<file path="src/rtl/alu_pkg.sv">
// +----------------------------------------------------------------------+
// | alu_pkg : opcodes, flag bit positions and FSM states for alu_seq     |
// | Rev 1.0                                                              |
// +----------------------------------------------------------------------+
`default_nettype none

package alu_pkg;

   typedef enum logic [3:0] {
      OP_NOP = 4'h0,
      OP_ADD = 4'h1,
      OP_SUB = 4'h2,
      OP_ADC = 4'h3,
      OP_SBC = 4'h4,
      OP_CMP = 4'h5,
      OP_OR  = 4'h6,
      OP_AND = 4'h7,
      OP_XOR = 4'h8,
      OP_SHL = 4'h9,
      OP_SHR = 4'hA,
      OP_ASR = 4'hB,
      OP_MUL = 4'hC
   } opcode_e;

   localparam int FLAG_Z = 0;
   localparam int FLAG_C = 1;
   localparam int FLAG_N = 2;
   localparam int FLAG_V = 3;

   typedef enum logic {
      IDLE = 1'b0,
      MUL  = 1'b1
   } state_e;

endpackage

`default_nettype wire

</file>
<file path="src/rtl/alu_mul_seq.sv">
// +----------------------------------------------------------------------+
// | alu_mul_seq : WIDTH-iteration unsigned shift-add multiplier          |
// | Rev 1.0                                                              |
// +----------------------------------------------------------------------+
`default_nettype none

module alu_mul_seq #(
   parameter int WIDTH = 8
) (
   input  logic               clk,
   input  logic               rst_n,
   input  logic               start_i,
   input  logic [WIDTH-1:0]   a_i,
   input  logic [WIDTH-1:0]   b_i,
   output logic               busy_o,
   output logic               done_o,
   output logic [2*WIDTH-1:0] product_o
);

   localparam int CW = $clog2(WIDTH);

   logic               busy_q;
   logic [CW-1:0]      cnt_q;
   logic [WIDTH-1:0]   mcand_q;
   logic [2*WIDTH-1:0] prod_q;
   logic [WIDTH:0]     w_sum;
   logic [2*WIDTH-1:0] w_prod_d;

   // Upper half accumulates, lower half holds the not-yet-consumed multiplier bits.
   always_comb begin
      w_sum    = {1'b0, prod_q[2*WIDTH-1:WIDTH]} + (prod_q[0] ? {1'b0, mcand_q} : '0);
      w_prod_d = {w_sum, prod_q[WIDTH-1:1]};
   end

   assign busy_o    = busy_q;
   assign done_o    = busy_q && (cnt_q == CW'(WIDTH - 1));
   assign product_o = w_prod_d;

   always_ff @(posedge clk or negedge rst_n) begin
      if (!rst_n) begin
         busy_q  <= 1'b0;
         cnt_q   <= '0;
         mcand_q <= '0;
         prod_q  <= '0;
      end else if (start_i && !busy_q) begin
         busy_q  <= 1'b1;
         cnt_q   <= '0;
         mcand_q <= a_i;
         prod_q  <= {{WIDTH{1'b0}}, b_i};
      end else if (busy_q) begin
         prod_q <= w_prod_d;
         cnt_q  <= cnt_q + CW'(1);
         if (done_o) begin
            busy_q <= 1'b0;
         end
      end
   end

endmodule

`default_nettype wire

</file>
<file path="src/rtl/alu_seq.sv">
// +----------------------------------------------------------------------+
// | alu_seq : registered ALU with status flags and sequential multiplier |
// | Rev 1.0                                                              |
// +----------------------------------------------------------------------+
`default_nettype none

module alu_seq
   import alu_pkg::*;
#(
   parameter int WIDTH = 8
) (
   input  logic             clk,
   input  logic             rst_n,
   input  logic             in_valid,
   output logic             in_ready,
   input  logic [3:0]       opcode,
   input  logic [WIDTH-1:0] operand_a,
   input  logic [WIDTH-1:0] operand_b,
   output logic             out_valid,
   output logic [WIDTH-1:0] result,
   output logic [WIDTH-1:0] result_hi,
   output logic [3:0]       flags,
   output logic             op_err
);

   localparam int SW = $clog2(WIDTH);
   localparam int M  = WIDTH - 1;

   state_e             state_q;
   logic [WIDTH-1:0]   result_q, result_hi_q;
   logic [3:0]         flags_q;
   logic               out_valid_q, op_err_q;

   logic               w_accept, w_legal, w_wr, w_setf, w_c, w_v, w_cin;
   logic [SW-1:0]      w_amt;
   logic [WIDTH:0]     w_add, w_sub, w_shl, w_shr, w_asr;
   logic [WIDTH-1:0]   w_val;
   logic [3:0]         w_flags;
   logic               w_mul_busy, w_mul_done;
   logic [2*WIDTH-1:0] w_prod;

   assign in_ready  = (state_q == IDLE);
   assign w_accept  = in_valid && in_ready;
   assign out_valid = out_valid_q;
   assign result    = result_q;
   assign result_hi = result_hi_q;
   assign flags     = flags_q;
   assign op_err    = op_err_q;

   alu_mul_seq #(.WIDTH(WIDTH)) u_mul (
      .clk       (clk),
      .rst_n     (rst_n),
      .start_i   (w_accept && (opcode == OP_MUL)),
      .a_i       (operand_a),
      .b_i       (operand_b),
      .busy_o    (w_mul_busy),
      .done_o    (w_mul_done),
      .product_o (w_prod)
   );

   // Shifts run one bit wider so the last bit shifted out lands in bit WIDTH or bit 0.
   always_comb begin
      w_amt   = operand_b[SW-1:0];
      w_cin   = (opcode == OP_ADC || opcode == OP_SBC) ? flags_q[FLAG_C] : 1'b0;
      w_add   = {1'b0, operand_a} + {1'b0, operand_b} + {{WIDTH{1'b0}}, w_cin};
      w_sub   = {1'b0, operand_a} - {1'b0, operand_b} - {{WIDTH{1'b0}}, w_cin};
      w_shl   = {1'b0, operand_a} << w_amt;
      w_shr   = {operand_a, 1'b0} >> w_amt;
      w_asr   = $signed({operand_a, 1'b0}) >>> w_amt;
      w_val   = result_q;
      w_legal = 1'b1;
      w_wr    = 1'b1;
      w_setf  = 1'b1;
      w_c     = 1'b0;
      w_v     = 1'b0;
      case (opcode)
         OP_NOP: begin w_wr = 1'b0; w_setf = 1'b0; end
         OP_ADD, OP_ADC: begin
            w_val = w_add[M:0];
            w_c   = w_add[WIDTH];
            w_v   = (operand_a[M] == operand_b[M]) && (w_add[M] != operand_a[M]);
         end
         OP_SUB, OP_SBC, OP_CMP: begin
            w_val = w_sub[M:0];
            w_wr  = (opcode != OP_CMP);
            w_c   = w_sub[WIDTH];
            w_v   = (operand_a[M] != operand_b[M]) && (w_sub[M] != operand_a[M]);
         end
         OP_OR:  w_val = operand_a | operand_b;
         OP_AND: w_val = operand_a & operand_b;
         OP_XOR: w_val = operand_a ^ operand_b;
         OP_SHL: begin w_val = w_shl[M:0];     w_c = w_shl[WIDTH]; end
         OP_SHR: begin w_val = w_shr[WIDTH:1]; w_c = w_shr[0];     end
         OP_ASR: begin w_val = w_asr[WIDTH:1]; w_c = w_asr[0];     end
         OP_MUL: begin w_wr = 1'b0; w_setf = 1'b0; end
         default: begin w_legal = 1'b0; w_wr = 1'b0; w_setf = 1'b0; end
      endcase
      w_flags = flags_q;
      if (w_setf) begin
         w_flags[FLAG_Z] = (w_val == '0);
         w_flags[FLAG_C] = w_c;
         w_flags[FLAG_N] = w_val[M];
         w_flags[FLAG_V] = w_v;
      end
   end

   always_ff @(posedge clk or negedge rst_n) begin
      if (!rst_n) begin
         state_q     <= IDLE;
         result_q    <= '0;
         result_hi_q <= '0;
         flags_q     <= '0;
         out_valid_q <= 1'b0;
         op_err_q    <= 1'b0;
      end else begin
         out_valid_q <= 1'b0;
         case (state_q)
            IDLE: begin
               if (w_accept) begin
                  if (opcode == OP_MUL) begin
                     state_q  <= MUL;
                     op_err_q <= 1'b0;
                  end else if (w_legal) begin
                     out_valid_q <= 1'b1;
                     op_err_q    <= 1'b0;
                     result_hi_q <= '0;
                     flags_q     <= w_flags;
                     if (w_wr) begin
                        result_q <= w_val;
                     end
                  end else begin
                     op_err_q <= 1'b1;
                  end
               end
            end
            MUL: begin
               if (w_mul_busy && w_mul_done) begin
                  state_q         <= IDLE;
                  out_valid_q     <= 1'b1;
                  result_q        <= w_prod[M:0];
                  result_hi_q     <= w_prod[2*WIDTH-1:WIDTH];
                  flags_q         <= '0;
                  flags_q[FLAG_Z] <= (w_prod == '0);
                  flags_q[FLAG_C] <= (w_prod[2*WIDTH-1:WIDTH] != '0);
               end
            end
            default: state_q <= IDLE;
         endcase
      end
   end

endmodule

`default_nettype wire

</file>
<file path="config.mk">
export PLATFORM = sky130hd
export DESIGN_NAME = alu_seq
export DESIGN_NICKNAME = d
export VERILOG_FILES = /design/src/rtl/alu_pkg.sv /design/src/rtl/alu_mul_seq.sv /design/src/rtl/alu_seq.sv
export SDC_FILE = /design/constraint.sdc
export NUM_CORES = 1
export LEC_CHECK = 0
export CAP_MARGIN = 20
export CORE_MARGIN = 2
export CORE_UTILIZATION = 50
export CTS_CLUSTER_SIZE = 10
export DETAILED_ROUTE_END_ITERATION = 10
export HOLD_SLACK_MARGIN = 0.03
export PLACE_DENSITY = 0.71
export SYNTH_ARGS = -nofsm -noshare
export SYNTH_HDL_FRONTEND = slang
export SYNTH_SLANG_ARGS = --single-unit
</file>
<file path="constraint.sdc">
create_clock -name clk -period 3.32 [get_ports clk]
set_input_delay 0.664 -clock clk [delete_from_list [all_inputs] [get_ports clk]]
set_output_delay 0.664 -clock clk [all_outputs]
set_load 0.005 [all_outputs]
</file>
==> metrics.md <==
| Metric | Value |
|---|---|
| Top library cells by usage in the layout, fill and taps aside | buf_4, nand2_1, dfrtp_1 |
| Sw frac | 0.403 |
| Routed wirelength normalized by instance count | 20.1 µm |
| Vertical extent of the die | 101 µm |
| Max Root-Sink Buffers | 2 |
| Synth top area cells | dfrtp_1, ha_1, o21ai_0 |
| Area share of the largest cell type after synthesis | 0.274 |
| Root buffer selected by CTS | clkbuf_8 |
| Required time reported for the critical path endpoint | 3.57 ns |
| Footprint of the multi-input gates | 3210 µm² |
| Nets@finish | 713 |
| Post-cts hold buffer count | 0 |
| Fillers | just over 800 |
| Register area share after synthesis | 0.274 |
| Worst supply voltage drop on vdd | about 0.4 mV |
| Worst setup path category | input port to register |
| Mapped Cells | 547 |
| Area leader, netlist | dfrtp_1 |
| Count of maximum capacitance violations | 0 |
| Drt first-iter violations | 271 |
| Flops & latches, synth | 51 |
| Result of the run | finished clean |
| Sink count of the clock tree | 51 |
| Clk slew on worst S/H paths | 0.10 ns |
| Number of core rows | 35 |
| Via count of the first global-routing pass | 4588 |
| Net switching power figure | ~1.2 mW |
| RSZ-0062 raised after global routing | yes |
| Largest clock skew in the final design | roughly 0.0067 ns |
| Worst slew pin tran | 0.609 ns |
| Count of cell types in the netlist | 78 |
| P&R area growth vs syn | 25.9% |
| Worst Reg-to-Reg Cells | 11 |
| Worst r2r src | u_mul.prod_q[0] |
| Total nets after synthesis | a little over 600 |
| Synthesized cell area | between 4000 and 5000 µm² |
| Class of the most critical hold timing path | input port to async pin |
| Critical register-to-register path endpoint | flags[1] |
| Number of inserted diodes | 0 |
| Internal reg-to-reg setup slack | 0.16 ns |
| PortBufs | 45 |
| Chip Width | 101 µm |
| Wire length after detailed routing | 15200 µm |
| Seq. cell area | 1280 µm² |
| Areal power density over the cells | between 500 and 600 nW/µm² |
| EDFF count, synth | 0 |
| Most common library cell in the layout ignoring fill and taps | buf_4 |
| Full die area | about 10000 µm² |
| Floorplan core area | 9150 µm² |
| Placer's final routability congestion estimate | 0.998 |
| Proportion of power drawn by flip-flops and latches | 0.360 |
| 1st-pass router iterations | 5 |
| Maximum number of pins on one net before global-route repair | 28 |
| Share of final-layout standard cells stronger than drive strength 1 | 0.206 |
| Achievable clock frequency | ~0.31 GHz |
| Ports | 46 |
| Dpl cell area | 5640 µm² |
| Final hold viol count | 0 |
| Critical Path AT | 3.44 ns |
| Residual DRC count | 0 |
| Cell area after layout | a little under 6000 µm² |
| Total negative slack for setup checks | 0 ns |
| Number of H-tree levels | 2 |
| Drt via density | 6.27 |
| Initial antenna violation count | 0 |
| Post-route minimum period | ~3.2 ns |
| Number of endpoints failing setup at the final stage | 0 |
| Residual overflow from global routing | 0 |
| Share of power burned in combinational logic | 0.483 |
| FFs w/ async S/R, synth | 1.00 |
| Cell internal pwr | 1.80 mW |
| Clock buffers created by TritonCTS | 5 |
| CTS tree | done |
| Leakage Power | 2.72 nW |
| Max_slew headroom | 0.592 |
| Via count of the routed design | 4741 |
| Antenna viol nets, final | 0 |
| Clock latency on the worst-skew pair | 0.31 ns |
| Crit share post-route | 0.960 |
| Setup crit start kind | input port |
| Wire length of the first global-routing pass | 24100 µm |
| Number of slew-limit violations in the final report | 0 |
| Initial core utilization | 0.510 |
| Synth Area per Inst | 8.53 µm² |
| Critical Path Sink Type | register |
| Number of warnings reported in the yosys synthesis log | 0 |
| Portion of total power attributed to the clock network | 0.157 |
| Critical-path maximum fanout | 4 |
| Dominant register cell in the synthesized netlist | dfrtp_1 |
| HPWL reported at the end of detailed placement | 11800 µm |
| Total routing usage reported by global routing | 0.306 |
-- cell type report --
| class | count | area share |
|---|---|---|
| timing repair buffer | 118 | 0.170 |
| multi-input combinational | 436 | 0.547 |
| inverter | 32 | 0.0205 |
| sequential | 51 | 0.218 |
| clock buffer | 6 | 0.0141 |
| clock inverter | 2 | 0.00661 |
| tap | 111 | 0.0237 |
-- routing by layer --
| metal | part of all wire | GRT usage | vias to the layer above |
|---|---|---|---|
| met5 | 0 | 0 | - |
| met4 | 0.029 | 0.100 | 0 |
| met3 | 0.066 | 0.0409 | 28 |
| met2 | 0.48 | 0.499 | 189 |
| met1 | 0.42 | 0.421 | 2327 |
| li1 | - | - | 2197 |
-- critical path: stages --
cell and delay [ns]:
buf_8 0.10, nor2_4 0.11, nand2_2 0.06, o21ai_2 0.06
nand3_2 0.10, inv_2 0.07, fa_2 0.20, inv_2 0.04
fa_2 0.38, xnor2_2 0.16, a221oi_2 0.29, a31oi_2 0.09
o32ai_2 0.31, and4_1 0.22, nand4_1 0.11, nor4b_2 0.29
o22a_1 0.18
-- repair_timing --
| item | in CTS | in global routing |
|---|---|---|
| resized for setup | 16 | 29 |
| hold endpoints to repair | 0 | 0 |
| buffers inserted | 2 | 0 |
| pin swaps | 11 | 12 |
| setup endpoints to repair | 11 | 7 |
-- Yosys cell counts (5+ instances only) --
cell type / count
and2_1: 12
a21o_1: 5
ha_1: 41
inv_1: 30
nor2_1: 49
mux2i_1: 17
nand3_1: 10
nand2_1: 61
a31oi_1: 5
o211ai_1: 8
nor2b_1: 6
buf_2: 7
a211oi_1: 11
nor3_1: 7
o22ai_1: 6
a32oi_1: 6
o21ai_0: 47
o21a_1: 6
xnor2_1: 7
fa_1: 5
a21oi_1: 30
clkbuf_1: 13
dfrtp_1: 51
mux2_2: 9
a22o_1: 9
-- cell families (layout without fill, tap and decap cells) --
family	count (synthesis)	after routing	synth area share
buffers and inverters	60	158	0.0590
DFF	51	51	0.274
and+or+nand+nor	176	176	0.184
AOI/OAI and AO/OA	172	172	0.250
xor gates and xnor gates	11	11	0.0207
muxes	31	31	0.0808
adders and majority gates	46	46	0.131
-- power groups by stage --
stage / clock, mW / combinational, mW / sequential, mW
final: 0.475 / 1.46 / 1.09
after floorplan: 0 / 0.864 / 0.978
after detailed placement: 0 / 1.39 / 1.09
after global routing: 0.499 / 1.62 / 1.12
after CTS: 0.480 / 1.42 / 1.08
after global placement: 0 / 1.35 / 1.09
-- through the flow --
stage	hold slack (ns)	setup slack, ns	total power [mW]	instances	util
final	0.324	0.132	3.02	756	0.641
after global routing	0.364	-0.0573	3.24	756	0.641
after CTS	0.341	0.0309	2.98	756	0.634
after detailed placement	0.481	-0.661	2.49	746	0.616
after global placement	0.479	-0.556	2.44	746	0.616
after floorplan	0.368	0.00604	1.84	547	-
-- registers in the layout, indices dropped and copies added, names as in the netlist --
signal and flops:
state_q 1, result 8, u_mul.busy_o 1, op_err 1
u_mul.mcand_q 8, result_hi 8, out_valid 1, u_mul.prod_q 16
u_mul.cnt_q 3, flags 4
-- how the worst max path moves through the flow --
stage	from	to	cells past startpoint
after global placement	opcode[0]	flags[0]	13
after CTS	opcode[1]	flags[0]	17
final	opcode[0]	flags[0]	17
after global routing	opcode[0]	flags[0]	17
after detailed placement	opcode[0]	flags[0]	17
after floorplan	opcode[2]	flags[0]	16
(Power assumes the default switching activity.)
